**config.mk**
```make
export PLATFORM = sky130hd
export DESIGN_NAME = share_recombiner
export DESIGN_NICKNAME = d
export VERILOG_FILES = /design/src/rtl/share_recombiner.sv
export SDC_FILE = /design/constraint.sdc
export NUM_CORES = 1
export LEC_CHECK = 0
export CORE_AREA = 2 2 115 106
export DETAILED_ROUTE_END_ITERATION = 16
export DIE_AREA = 0 0 117 108
export SYNTH_ARGS = -nofsm -noshare
export SYNTH_HDL_FRONTEND = slang
export SYNTH_SLANG_ARGS = --single-unit
```
**constraint.sdc**
```tcl
create_clock -name clk -period 1.4 [get_ports clk]
set_input_delay 0.28 -clock clk [delete_from_list [all_inputs] [get_ports clk]]
set_output_delay 0.28 -clock clk [all_outputs]
set_load 0.005 [all_outputs]
```
**src/rtl/share_recombiner.sv**
```systemverilog
// Three-stage elastic recombiner: registers each share, then folds them with two registered XOR stages.
// Optional define SHARE_RECOMB_REFRESH_EN adds port rnd and re-masks s0/s2 with it at capture.
module share_recombiner #(
    parameter int unsigned W     = 8,
    parameter int unsigned CNT_W = 16
) (
    input  logic             clk,
    input  logic             rst_n,
    input  logic             in_valid,
    output logic             in_ready,
    input  logic [W-1:0]     s0,
    input  logic [W-1:0]     s1,
    input  logic [W-1:0]     s2,
`ifdef SHARE_RECOMB_REFRESH_EN
    input  logic [W-1:0]     rnd,
`endif
    output logic             out_valid,
    input  logic             out_ready,
    output logic [W-1:0]     out_data,
    output logic             busy,
    output logic [CNT_W-1:0] tx_count
);

    logic [W-1:0] r0, r1, r2;
    logic [W-1:0] p, q;
    logic         v1, v2;
    logic         adv1, adv2, adv3;
    logic [W-1:0] cap0, cap2;

    // rnd cancels in r0^r2, so the recombined value is unchanged
`ifdef SHARE_RECOMB_REFRESH_EN
    assign cap0 = s0 ^ rnd;
    assign cap2 = s2 ^ rnd;
`else
    assign cap0 = s0;
    assign cap2 = s2;
`endif

    assign adv3     = out_ready;
    assign adv2     = !out_valid || adv3;
    assign adv1     = !v2 || adv2;
    assign in_ready = !v1 || adv1;
    assign busy     = v1 | v2 | out_valid;

    always_ff @(posedge clk or negedge rst_n) begin
        if (!rst_n) begin
            r0        <= '0;
            r1        <= '0;
            r2        <= '0;
            v1        <= 1'b0;
            p         <= '0;
            q         <= '0;
            v2        <= 1'b0;
            out_data  <= '0;
            out_valid <= 1'b0;
            tx_count  <= '0;
        end else begin
            if (in_ready) begin
                r0 <= cap0;
                r1 <= s1;
                r2 <= cap2;
                v1 <= in_valid;
            end
            if (adv1) begin
                p  <= r0 ^ r1;
                q  <= r2;
                v2 <= v1;
            end
            if (adv2) begin
                out_data  <= p ^ q;
                out_valid <= v2;
            end
            if (out_valid && out_ready) begin
                tx_count <= tx_count + CNT_W'(1);
            end
        end
    end

endmodule
```
==> metrics.csv, run 1 <==
stage;metric;value;unit
floorplanning;Initial Utilization;0.2458;
layout;nets;352;
worst_setup_path;endpoint class of the critical path;output pin;
sta;RSZ-0062 raised after global routing;true;
synthesis;Yosys reg bits;67;
worst_setup_path;worst path required time;1.12;ns
synthesis;fraction of registers with async set/reset;1.000;
synthesis;sequential element share of the synthesized area;0.6014;
run;max capacitance violation total;0;
synthesis;commonest cells in the netlist;67 x dfrtp_1, 29 x nand2_1, 29 x xnor2_1;
floorplanning;chip width;117;um
global_routing;vias in the first global route;1955;
status;status;complete, but fails checks;
detailed_routing;routed wire length;5852;um
clock_tree;TritonCTS clock tree;built;
worst_setup_path;max incr delay on CP;0.37;ns
global_routing;gr usage total;0.1008;
sta;min Tclk post-route;1.555;ns
global_routing;initial antenna violation count;0;
clock_tree;Max H-tree Level;3;
place;# port buffers;54;
synthesis;Most used DFF post-synth;dfrtp_1;
sta;final setup violation count;32;
worst_setup_path;cell breakdown of the critical path;buf_4, or3_1, buf_2;
clock_tree;root buffer cell;clkbuf_16;
layout;Final Util;0.3828;
global_routing;first-pass GRT wire length;9577;um
worst_setup_path;Crit-path slowest cell;dfrtp_1;
power;peak supply drop;0.5214;mV
layout;number of inserted diodes;0;
layout;fraction of layout cells with a size suffix above 1;0.3211;
floorplanning;Die Footprint;0.01264;mm^2
clock_tree;clock buffer depth;2;
synthesis;most frequent cell after synthesis;dfrtp_1;
clock_tree;clock transition at the registers of the reported paths;0.05;ns
power;Pleak;2.031;nW
synthesis;mean post-synth cell area;12.85;um^2
clock_tree;Clock Latency Late Sink;0.32;ns
worst_setup_path;R2R cell count;8;
sta;Tcrit/Tclk final;1.111;
detailed_routing;residual DRC count;0;
floorplanning;core area;0.01134;mm^2
detailed_routing;Initial DRC Count;81;
synthesis;synth warn;0;
worst_hold_path;min-delay worst type;reg2reg;
sta;Setup Skew;0.006958;ns
sta;Worst Tran Pin Value;0.3699;ns
sta;Max Clk Rate;0.6430;GHz
synthesis;Synth cell types;27;
worst_setup_path;CP arrival;1.28;ns
worst_setup_path;CP endpoint;busy;
synthesis;Area contributors post-synth;dfrtp_1 60%, mux2_4 9.7%, xnor2_1 9.1%;
floorplanning;I/O pin cnt;55;
sta;Max Slew Vio Count;0;
detailed_routing;routed len/inst;12.12;um
layout;Area Growth Syn to Fin;55.74;%
worst_setup_path;CP startpoint kind;flop;
status;failing checks;setup timing;
synthesis;Post-synth EDFFs;0;
place;placed cells;436;
place;Post-DP HPWL;3691;um
clock_tree;CTS buffer count;9;
sta;Final Hold Viols;0;
worst_setup_path;CP max FO;2;
place;Routability Congestion;0.7333;
detailed_routing;1st-pass router iterations;4;
sta;slew margin rel.;0.7534;
worst_setup_path;FF-to-FF setup slack;-0.10;ns
worst_setup_path;RR Endpoint;r2[3];
synthesis;post-synth top area share;0.6014;
detailed_routing;vias post-DR;1935;
sta;Setup TNS;-2.335;ns
synthesis;Mapped Nets;246;
synthesis;cell area after synthesis;0.002788;mm^2
floorplanning;chip height;108;um
synthesis;cell taking the most area after synthesis;dfrtp_1;
sta;final worst slack;-0.1553;ns
layout;final std cells w/o fill;483;
global_routing;pin count of the biggest net entering global routing;68;
detailed_routing;Vias/cell;4.006;
synthesis;Syn Inst Count;217;
worst_setup_path;Setup CP Type;reg2out;
clock_tree;Sink Count;67;
detailed_routing;Antenna Violating Nets Remaining;0;
worst_setup_path;CP Launch Point;out_valid;
worst_setup_path;worst r2r src;out_valid;
global_routing;GR Overflow Total;0;
floorplanning;Core Rows;37;
power;Pwr per Cell Area;1491;mW/mm^2
-- registers in the layout, indices dropped and copies added, names as in the netlist --
signal and cells:
out_valid 1, out_data 8, tx_count 16, p 8
v1 1, r1 8, v2 1, r0 8
q 8, r2 8
-- through the flow --
step	hold WS, ns	setup WS [ns]	total power (W)	area, um^2
floorplan	-0.01559	0.04261	0.003168	2788
global placement	0.3297	-0.4614	0.003859	3630
detailed placement	0.3329	-0.4284	0.003887	3630
CTS	0.4673	-0.1107	0.006383	4140
global route	0.5022	-0.2122	0.006846	4342
finish	0.4707	-0.1553	0.006473	4342
-- critical path, delay by kind of cell, from the launching register on --
family                 cells  cell delay [ns]
AND/OR/NAND/NOR            1             0.31
buffers and inverters      2             0.28
flip-flops                 1             0.37
-- kinds of logic (layout without fill, tap and decap cells) --
family	Yosys count	count (layout)	share of synthesized area
simple gates	69	69	0.1252
compound gates	16	16	0.02873
flops	67	67	0.6014
xor+xnor	31	31	0.09740
mux	25	25	0.1252
fa+ha+maj	1	1	0.004488
buf+inv	8	118	0.01750
-- report_power, final --
group          internal [W]  total, W  switching (W)
sequential          0.00228   0.00250       0.000216
clock               0.00154   0.00234       0.000791
combinational      0.000997   0.00164       0.000639
total               0.00483   0.00647        0.00165
-- metal layers --
metal  part of all wire  wire (um)  track usage  up-vias
met2               0.48       2830       0.1590       51
met1               0.44       2598       0.1253      943
li1                   -          -            -      932
met3              0.056        327      0.03980        9
met5                  0          0            0        -
met4              0.016         96      0.03613        0
-- final cells by class --
| cell class | instances | area, um^2 |
|---|---|---|
| repair buffers | 101 | 983.4 |
| multi-input cells | 142 | 1169 |
| clock inverters | 5 | 78.83 |
| fillers | 1118 | 7000 |
| inverters | 2 | 10.01 |
| well taps | 156 | 195.2 |
| clock buffers | 10 | 229.0 |
| flip-flops and latches | 67 | 1677 |
-- repair_timing --
action                                  CTS  global route
endpoints found under the setup margin   37            30
setup buffers                            22             7
gates cloned                              1             1
hold endpoints to repair                 67             0
resized for setup                        46            28
hold buffers                              1             0
pin swaps                                 9             7
-- cell usage in the layout, fill, tap and decap left out, drive strengths merged --
cell type,Yosys,layout
nand2,30,30
nand3b,1,1
ha,1,1
dlygate4sd2,0,22
a21oi,16,16
clkdlybuf4s50,0,26
nor2,17,17
and2,2,2
or2b,1,1
nand2b,3,3
inv,2,2
clkbuf,2,11
dfrtp,67,67
and4,2,2
clkdlybuf4s15,0,2
bufinv,0,2
mux2,25,25
nor3,2,2
buf,4,49
clkinv,0,3
dlygate4sd3,0,1
nand4,4,4
or3,1,1
xor2,2,2
nand3,5,5
xnor2,29,29
and3,1,1
-- how the worst min path moves through the flow --
stage	from	end	slack (ns)	cells past startpoint
floorplan	rst_n	out_data[0]	-0.02	0
global placement	rst_n	r0[6]	0.33	2
detailed placement	rst_n	r0[6]	0.33	2
CTS	r2[7]	q[7]	0.47	2
global route	r2[1]	q[1]	0.50	2
finish	r2[7]	q[7]	0.47	2
Power figures use the tool's default switching activity.
==> run 2, diff against run 1 <==
--- a/config.mk
+++ b/config.mk
@@ -5,9 +5,14 @@
 export SDC_FILE = /design/constraint.sdc
 export NUM_CORES = 1
 export LEC_CHECK = 0
+export CELL_PAD_IN_SITES_DETAIL_PLACEMENT = 2
+export CELL_PAD_IN_SITES_GLOBAL_PLACEMENT = 2
 export CORE_AREA = 2 2 115 106
+export CTS_CLUSTER_SIZE = 24
 export DETAILED_ROUTE_END_ITERATION = 16
 export DIE_AREA = 0 0 117 108
+export PLACE_DENSITY_LB_ADDON = 0.1
+export SKIP_CTS_REPAIR_TIMING = 1
 export SYNTH_ARGS = -nofsm -noshare
 export SYNTH_HDL_FRONTEND = slang
 export SYNTH_SLANG_ARGS = --single-unit
==> run 2 against run 1 <==
Effect of this change:
- the run still ends with setup timing left
- clock power grew 4%
- critical path type unchanged
- final cell count shrank 0.21%
- register-to-register slack better by 0.02 ns
- global-route usage up 0.87 points
==> metrics.csv, run 2 (synthesized netlist as in run 1, its figures left out) <==
stage;metric;value;unit;change
detailed_routing;residual DRC count;0;;unchanged
detailed_routing;Initial DRC Count;92;;+14%
worst_setup_path;cell breakdown of the critical path;or3_1, clkbuf_2;;
power;peak supply drop;0.4813;mV;-7.7%
worst_setup_path;RR Endpoint;r1[6];;
layout;Area Growth Syn to Fin;55.92;%;
floorplanning;I/O pin cnt;55;;unchanged
sta;Tcrit/Tclk final;1.060;;-0.05101
floorplanning;core area;0.01134;mm^2;unchanged
worst_setup_path;CP startpoint kind;flop;;
worst_setup_path;FF-to-FF setup slack;-0.08;ns;+0.02 ns
clock_tree;Sink Count;67;;unchanged
worst_setup_path;endpoint class of the critical path;output pin;;
global_routing;vias in the first global route;2057;;+5.2%
power;Pleak;2.247;nW;+11%
global_routing;initial antenna violation count;0;;unchanged
worst_setup_path;worst r2r src;v2;;
clock_tree;clock transition at the registers of the reported paths;0.05;ns;about the same
place;Routability Congestion;0.6699;;-8.6%
worst_setup_path;CP endpoint;busy;;
worst_setup_path;Crit-path slowest cell;dfrtp_1;;
global_routing;gr usage total;0.1095;;+0.008694
worst_setup_path;R2R cell count;6;;-2
layout;nets;350;;-0.57%
worst_setup_path;CP max FO;3;;+1
layout;leading cell types in the layout, fill and taps excluded;66 x dfrtp_1, 36 x buf_4, 28 x xnor2_1, 26 x dlymetal6s2s_1;;
place;# port buffers;54;;unchanged
sta;slew margin rel.;0.7489;;-0.004471
floorplanning;Die Footprint;0.01264;mm^2;unchanged
sta;Setup Skew;0.008728;ns;+0.001770 ns
layout;final std cells w/o fill;482;;-0.21%
layout;Reg area;0.001678;mm^2;about the same
sta;min Tclk post-route;1.484;ns;-0.07141 ns
sta;final worst slack;-0.08388;ns;+0.07141 ns
power;overall power;0.006575;W;+1.6%
layout;fraction of layout cells with a size suffix above 1;0.3252;;+0.004052
sta;Max Clk Rate;0.6739;GHz;+4.8%
layout;area of the multi-input gates;0.001125;mm^2;-3.7%
place;placed cells;440;;+0.92%
worst_setup_path;Setup CP Type;reg2out;;
global_routing;first-pass GRT wire length;10410;um;+8.7%
detailed_routing;Vias/cell;4.120;;+2.8%
detailed_routing;routed len/inst;14.23;um;+17%
clock_tree;Max H-tree Level;3;;unchanged
sta;Final Hold Viols;0;;unchanged
clock_tree;clock buffer depth;2;;unchanged
detailed_routing;routed wire length;6857;um;+17%
sta;RSZ-0062 raised after global routing;true;;
global_routing;pin count of the biggest net entering global routing;28;;-59%
place;Post-DP HPWL;4548;um;+23%
sta;Max Slew Vio Count;0;;unchanged
status;failing checks;setup timing;;
layout;max reg flops;16;;unchanged
floorplanning;Core Rows;37;;unchanged
layout;Reg with most FFs;tx_count;;
worst_hold_path;min-delay worst type;in2async;;
clock_tree;CTS buffer count;9;;unchanged
floorplanning;Initial Utilization;0.2458;;unchanged
detailed_routing;1st-pass router iterations;4;;unchanged
detailed_routing;vias post-DR;1986;;+2.6%
worst_setup_path;max incr delay on CP;0.40;ns;+0.03 ns
run;max capacitance violation total;0;;unchanged
floorplanning;chip width;117;um;unchanged
worst_setup_path;CP arrival;1.20;ns;-0.08 ns
worst_setup_path;worst path required time;1.12;ns;about the same
power;Pwr per Cell Area;1513;mW/mm^2;+1.5%
clock_tree;TritonCTS clock tree;built;;
clock_tree;root buffer cell;clkbuf_16;;
layout;number of inserted diodes;0;;unchanged
floorplanning;chip height;108;um;unchanged
detailed_routing;Antenna Violating Nets Remaining;0;;unchanged
clock_tree;Clock Latency Late Sink;0.33;ns;about the same
global_routing;GR Overflow Total;0;;unchanged
sta;Worst Tran Pin Value;0.3766;ns;+0.006706 ns
layout;FILL cells;1166;;+4.3%
worst_setup_path;CP Launch Point;out_valid;;
sta;final setup violation count;28;;-13%
status;status;complete, but fails checks;;
layout;commonest non-fill, non-tap cell in the layout;dfrtp_1;;
[run 2: changes by cell type in the layout (fill, tap and decap cells not counted), sizes merged]
cell | before | now
clkdlybuf4s15 | 2 | 0
buf | 49 | 46
clkdlybuf4s50 | 26 | 25
clkinv | 3 | 2
clkinvlp | 0 | 2
dlygate4sd2 | 22 | 0
dlymetal6s2s | 0 | 26
[run 2: how the worst min path moves through the flow]
stage,slack (ns),cells past startpoint,endpoint
floorplan,-0.02,0,out_data[0]
global placement,0.24,1,r0[7]
detailed placement,0.23,1,out_data[7]
CTS,-0.12,1,out_data[7]
global route,0.46,2,out_data[7]
finish,0.43,2,out_data[7]
[run 2: layer usage]
metal / global-route usage / up-vias / routed length [um]
li1: - / 926 / -
met1: 0.1318 / 1016 / 2969
met2: 0.1784 / 37 / 3470
met3: 0.03980 / 7 / 332
met4: 0.04286 / 0 / 85
met5: 0 / - / 0
[run 2: layout make-up]
cell class	count	area share
Sequential cell	67	0.3860
Inverter	2	0.002303
Clock buffer	10	0.05498
Tap cell	156	0.04490
Clock inverter	6	0.02044
Multi-Input combinational cell	142	0.2588
Timing Repair Buffer	99	0.2326
[run 2: report_power, final]
group	switching, W	internal [W]
Clock	0.000830	0.00161
Sequential	0.000245	0.00228
Combinational	0.000616	0.000994
Total	0.00169	0.00488
[run 2: through the flow]
stage	setup WS (ns)	utilization	TNS [ns]	hold slack, ns	instance area, um^2
CTS	-0.4990	0.3518	-5.531	-0.1164	3990
finish	-0.08388	0.3832	-1.491	0.4313	4347
detailed placement	-0.4664	0.3229	-15.50	0.2278	3662
floorplan	0.04261	-	0	-0.01559	2788
global placement	-0.4915	0.3229	-16.28	0.2375	3662
global route	-0.2021	0.3832	-3.923	0.4585	4347
[run 2: critical path, delay by kind of cell (launching register included)]
kind | cells | cell delay [ns]
simple gates | 1 | 0.37
flops | 1 | 0.40
buf+inv | 1 | 0.12
==> run 3, diff against run 2 <==
--- a/config.mk
+++ b/config.mk
@@ -8,11 +8,11 @@
 export CELL_PAD_IN_SITES_DETAIL_PLACEMENT = 2
 export CELL_PAD_IN_SITES_GLOBAL_PLACEMENT = 2
 export CORE_AREA = 2 2 115 106
+export CTS_BUF_LIST = sky130_fd_sc_hd__clkbuf_16
 export CTS_CLUSTER_SIZE = 24
 export DETAILED_ROUTE_END_ITERATION = 16
 export DIE_AREA = 0 0 117 108
 export PLACE_DENSITY_LB_ADDON = 0.1
-export SKIP_CTS_REPAIR_TIMING = 1
 export SYNTH_ARGS = -nofsm -noshare
 export SYNTH_HDL_FRONTEND = slang
 export SYNTH_SLANG_ARGS = --single-unit
==> run 3 against run 2 <==
Effect of this change:
- the flow still finishes with violations (setup timing)
- sequential power about the same
- register-to-register slack improved by 0.06 ns
- clock power decreased by 2%
- power decreased by 1.6%
- clock skew decreased by 0.0013 ns
- combinational power decreased by 2%
- first-iteration DRC count decreased by 39%
- die area unchanged
- critical path depth increased by 3
- sequential share of layout area increased by 1.1 points
==> metrics.csv, run 3 (synthesized netlist as in run 1, its figures left out) <==
stage;metric;value;unit;change
clock_tree;CTS buffer count;9;;unchanged
power;Pleak;1.954;nW;-13%
layout;Final Cell Area;0.004228;mm^2;-2.7%
global_routing;gr usage total;0.1126;;+0.003071
worst_setup_path;endpoint class of the critical path;output pin;;
layout;fraction of layout cells with a size suffix above 1;0.3106;;-0.01459
detailed_routing;Vias/cell;4.146;;+0.63%
global_routing;initial antenna violation count;0;;unchanged
worst_hold_path;Hold Path Sink;tx_count[0];;
global_routing;GR Overflow Total;0;;unchanged
power;P_int;0.004782;W;-2.1%
layout;max reg flops;16;;unchanged
sta;Setup TNS;-0.4140;ns;+1.077 ns
floorplanning;Core Rows;37;;unchanged
place;placed cells;440;;unchanged
floorplanning;Initial Utilization;0.2458;;unchanged
detailed_routing;Antenna Violating Nets Remaining;0;;unchanged
layout;final std cells w/o fill;478;;-0.83%
clock_tree;Sink Count;67;;unchanged
worst_setup_path;CP startpoint kind;flop;;
status;failing checks;setup timing;;
sta;Worst Tran Pin Value;0.3715;ns;-0.005124 ns
worst_hold_path;hold depth;4;;
sta;final setup violation count;19;;-32%
status;status;complete, but fails checks;;
worst_setup_path;max incr delay on CP;0.39;ns;about the same
global_routing;first-pass GRT wire length;10630;um;+2.1%
floorplanning;chip height;108;um;unchanged
detailed_routing;Initial DRC Count;56;;-39%
power;combinational share of power;0.243;;-0.002
worst_setup_path;RR Endpoint;r1[6];;
worst_setup_path;FF-to-FF setup slack;-0.02;ns;+0.06 ns
layout;Reg with most FFs;tx_count;;
layout;Area Growth Syn to Fin;51.66;%;
global_routing;vias in the first global route;2143;;+4.2%
power;peak supply drop;0.4801;mV;-0.25%
place;Place WS;-0.4664;ns;unchanged
power;Pwr per Cell Area;1530;mW/mm^2;+1.2%
power;Reg power frac;0.388;;+0.003
sta;Tcrit/Tclk final;1.054;;-0.006225
worst_setup_path;worst path required time;1.12;ns;about the same
sta;Setup Skew;0.007433;ns;-0.001296 ns
clock_tree;clock transition at the registers of the reported paths;0.06;ns;about the same
sta;slew margin rel.;0.7524;;+0.003416
layout;leading cell types in the layout, fill and taps excluded;67 x dfrtp_1, 30 x buf_4, 28 x xnor2_1, 26 x nand2_1, 25 x clkdlybuf4s50_1;;
worst_hold_path;HP Start;out_ready;;
layout;number of inserted diodes;0;;unchanged
place;Area after DPL;0.003662;mm^2;unchanged
worst_setup_path;worst r2r src;v2;;
worst_setup_path;cell breakdown of the critical path;buf_4, nand3b_4, inv_4, nand2_4, buf_4;;
power;Switching Share;0.2610;;+0.003790
worst_setup_path;CP arrival;1.20;ns;about the same
clock_tree;Max H-tree Level;3;;unchanged
worst_setup_path;Worst path most repeated cell;buf_4;;
clock_tree;TritonCTS clock tree;built;;
detailed_routing;routed len/inst;13.89;um;-2.4%
place;Routability Congestion;0.6699;;unchanged
run;max capacitance violation total;0;;unchanged
layout;Final Util;0.3728;;-0.01048
floorplanning;Die Footprint;0.01264;mm^2;unchanged
clock_tree;root buffer cell;clkbuf_16;;
worst_setup_path;Setup CP Type;reg2out;;
sta;Max Slew Vio Count;0;;unchanged
worst_setup_path;Crit-path slowest cell;dfrtp_1;;
clock_tree;Clock Latency Late Sink;0.33;ns;about the same
floorplanning;core area;0.01134;mm^2;unchanged
floorplanning;I/O pin cnt;55;;unchanged
layout;commonest non-fill, non-tap cell in the layout;dfrtp_1;;
sta;final worst slack;-0.07516;ns;+0.008715 ns
detailed_routing;vias post-DR;1982;;-0.20%
detailed_routing;routed wire length;6640;um;-3.2%
sta;Max Clk Rate;0.6779;GHz;+0.59%
floorplanning;chip width;117;um;unchanged
power;clock network power share;0.369;;about the same
sta;min Tclk post-route;1.475;ns;-0.008715 ns
power;P_sw;0.001689;W;-0.14%
place;Post-DP HPWL;4548;um;unchanged
global_routing;pin count of the biggest net entering global routing;28;;unchanged
clock_tree;clock buffer depth;2;;unchanged
detailed_routing;residual DRC count;0;;unchanged
detailed_routing;1st-pass router iterations;4;;unchanged
worst_setup_path;CP max FO;3;;unchanged
worst_setup_path;R2R cell count;6;;unchanged
place;# port buffers;54;;unchanged
worst_hold_path;min-delay worst type;in2reg;;
layout;nets;346;;-1.1%
sta;RSZ-0062 raised after global routing;true;;
sta;Final Hold Viols;0;;unchanged
run 3: changes by cell type in the layout (fill, tap and decap cells not counted), sizes merged:
cell	previous run	this run
clkdlybuf4s15	0	3
buf	46	43
clkinv	2	3
dlymetal6s2s	26	1
clkbuf	11	9
dlygate4sd2	0	22
run 3: power groups by stage:
stage	logic (W)	clock network [W]	registers, W
floorplan	0.000603	0	0.00257
global route	0.00175	0.00253	0.00256
CTS	0.00154	0.00247	0.00252
finish	0.00157	0.00239	0.00251
detailed placement	0.00139	0	0.00260
global placement	0.00136	0	0.00259
run 3: how the worst max path moves through the flow:
stage                     to  depth (start not counted)       from
floorplan              r1[0]                          5  out_valid
global placement    in_ready                          5  out_ready
detailed placement  in_ready                          5  out_ready
CTS                     busy                          2         v2
global route        in_ready                          5         v2
finish              in_ready                          5         v2
run 3: layer usage:
layer,wire (um),GRT usage,up-vias
li1,-,-,917
met1,2852,0.1333,1021
met2,3389,0.1862,36
met3,302,0.03980,8
met4,95,0.04538,0
met5,0,0,-
run 3: repair_timing:
item / CTS / global route
pin swaps: 6 / 13
buffers inserted: 17 / 5
hold buffers: 1 / 0
endpoints found under the setup margin: 50 / 38
resized for setup: 43 / 19
hold endpoints to repair: 23 / 0
run 3: critical path, delay by kind of cell (launching register included):
| family | cells | cell delay (ns) |
|---|---|---|
| buffers and inverters | 3 | 0.32 |
| flip-flops | 1 | 0.39 |
| AND/OR/NAND/NOR | 2 | 0.16 |
run 3: metrics by stage:
stage,total power (W),hold slack [ns]
2_1_floorplan,0.003168,-0.01559
3_3_place_gp,0.003948,0.2375
3_5_place_dp,0.003993,0.2278
4_1_cts,0.006532,0.4361
5_1_grt,0.006843,0.4370
6_report,0.006471,0.4194
run 3: final cells by class:
| cell class | instances | area (um^2) |
|---|---|---|
| clock buffers | 9 | 225.2 |
| clock inverters | 7 | 92.59 |
| fillers | 1190 | 7114 |
| inverters | 2 | 10.01 |
| multi-input cells | 142 | 1132 |
| flip-flops and latches | 67 | 1677 |
| well taps | 156 | 195.2 |
| repair buffers | 95 | 895.9 |
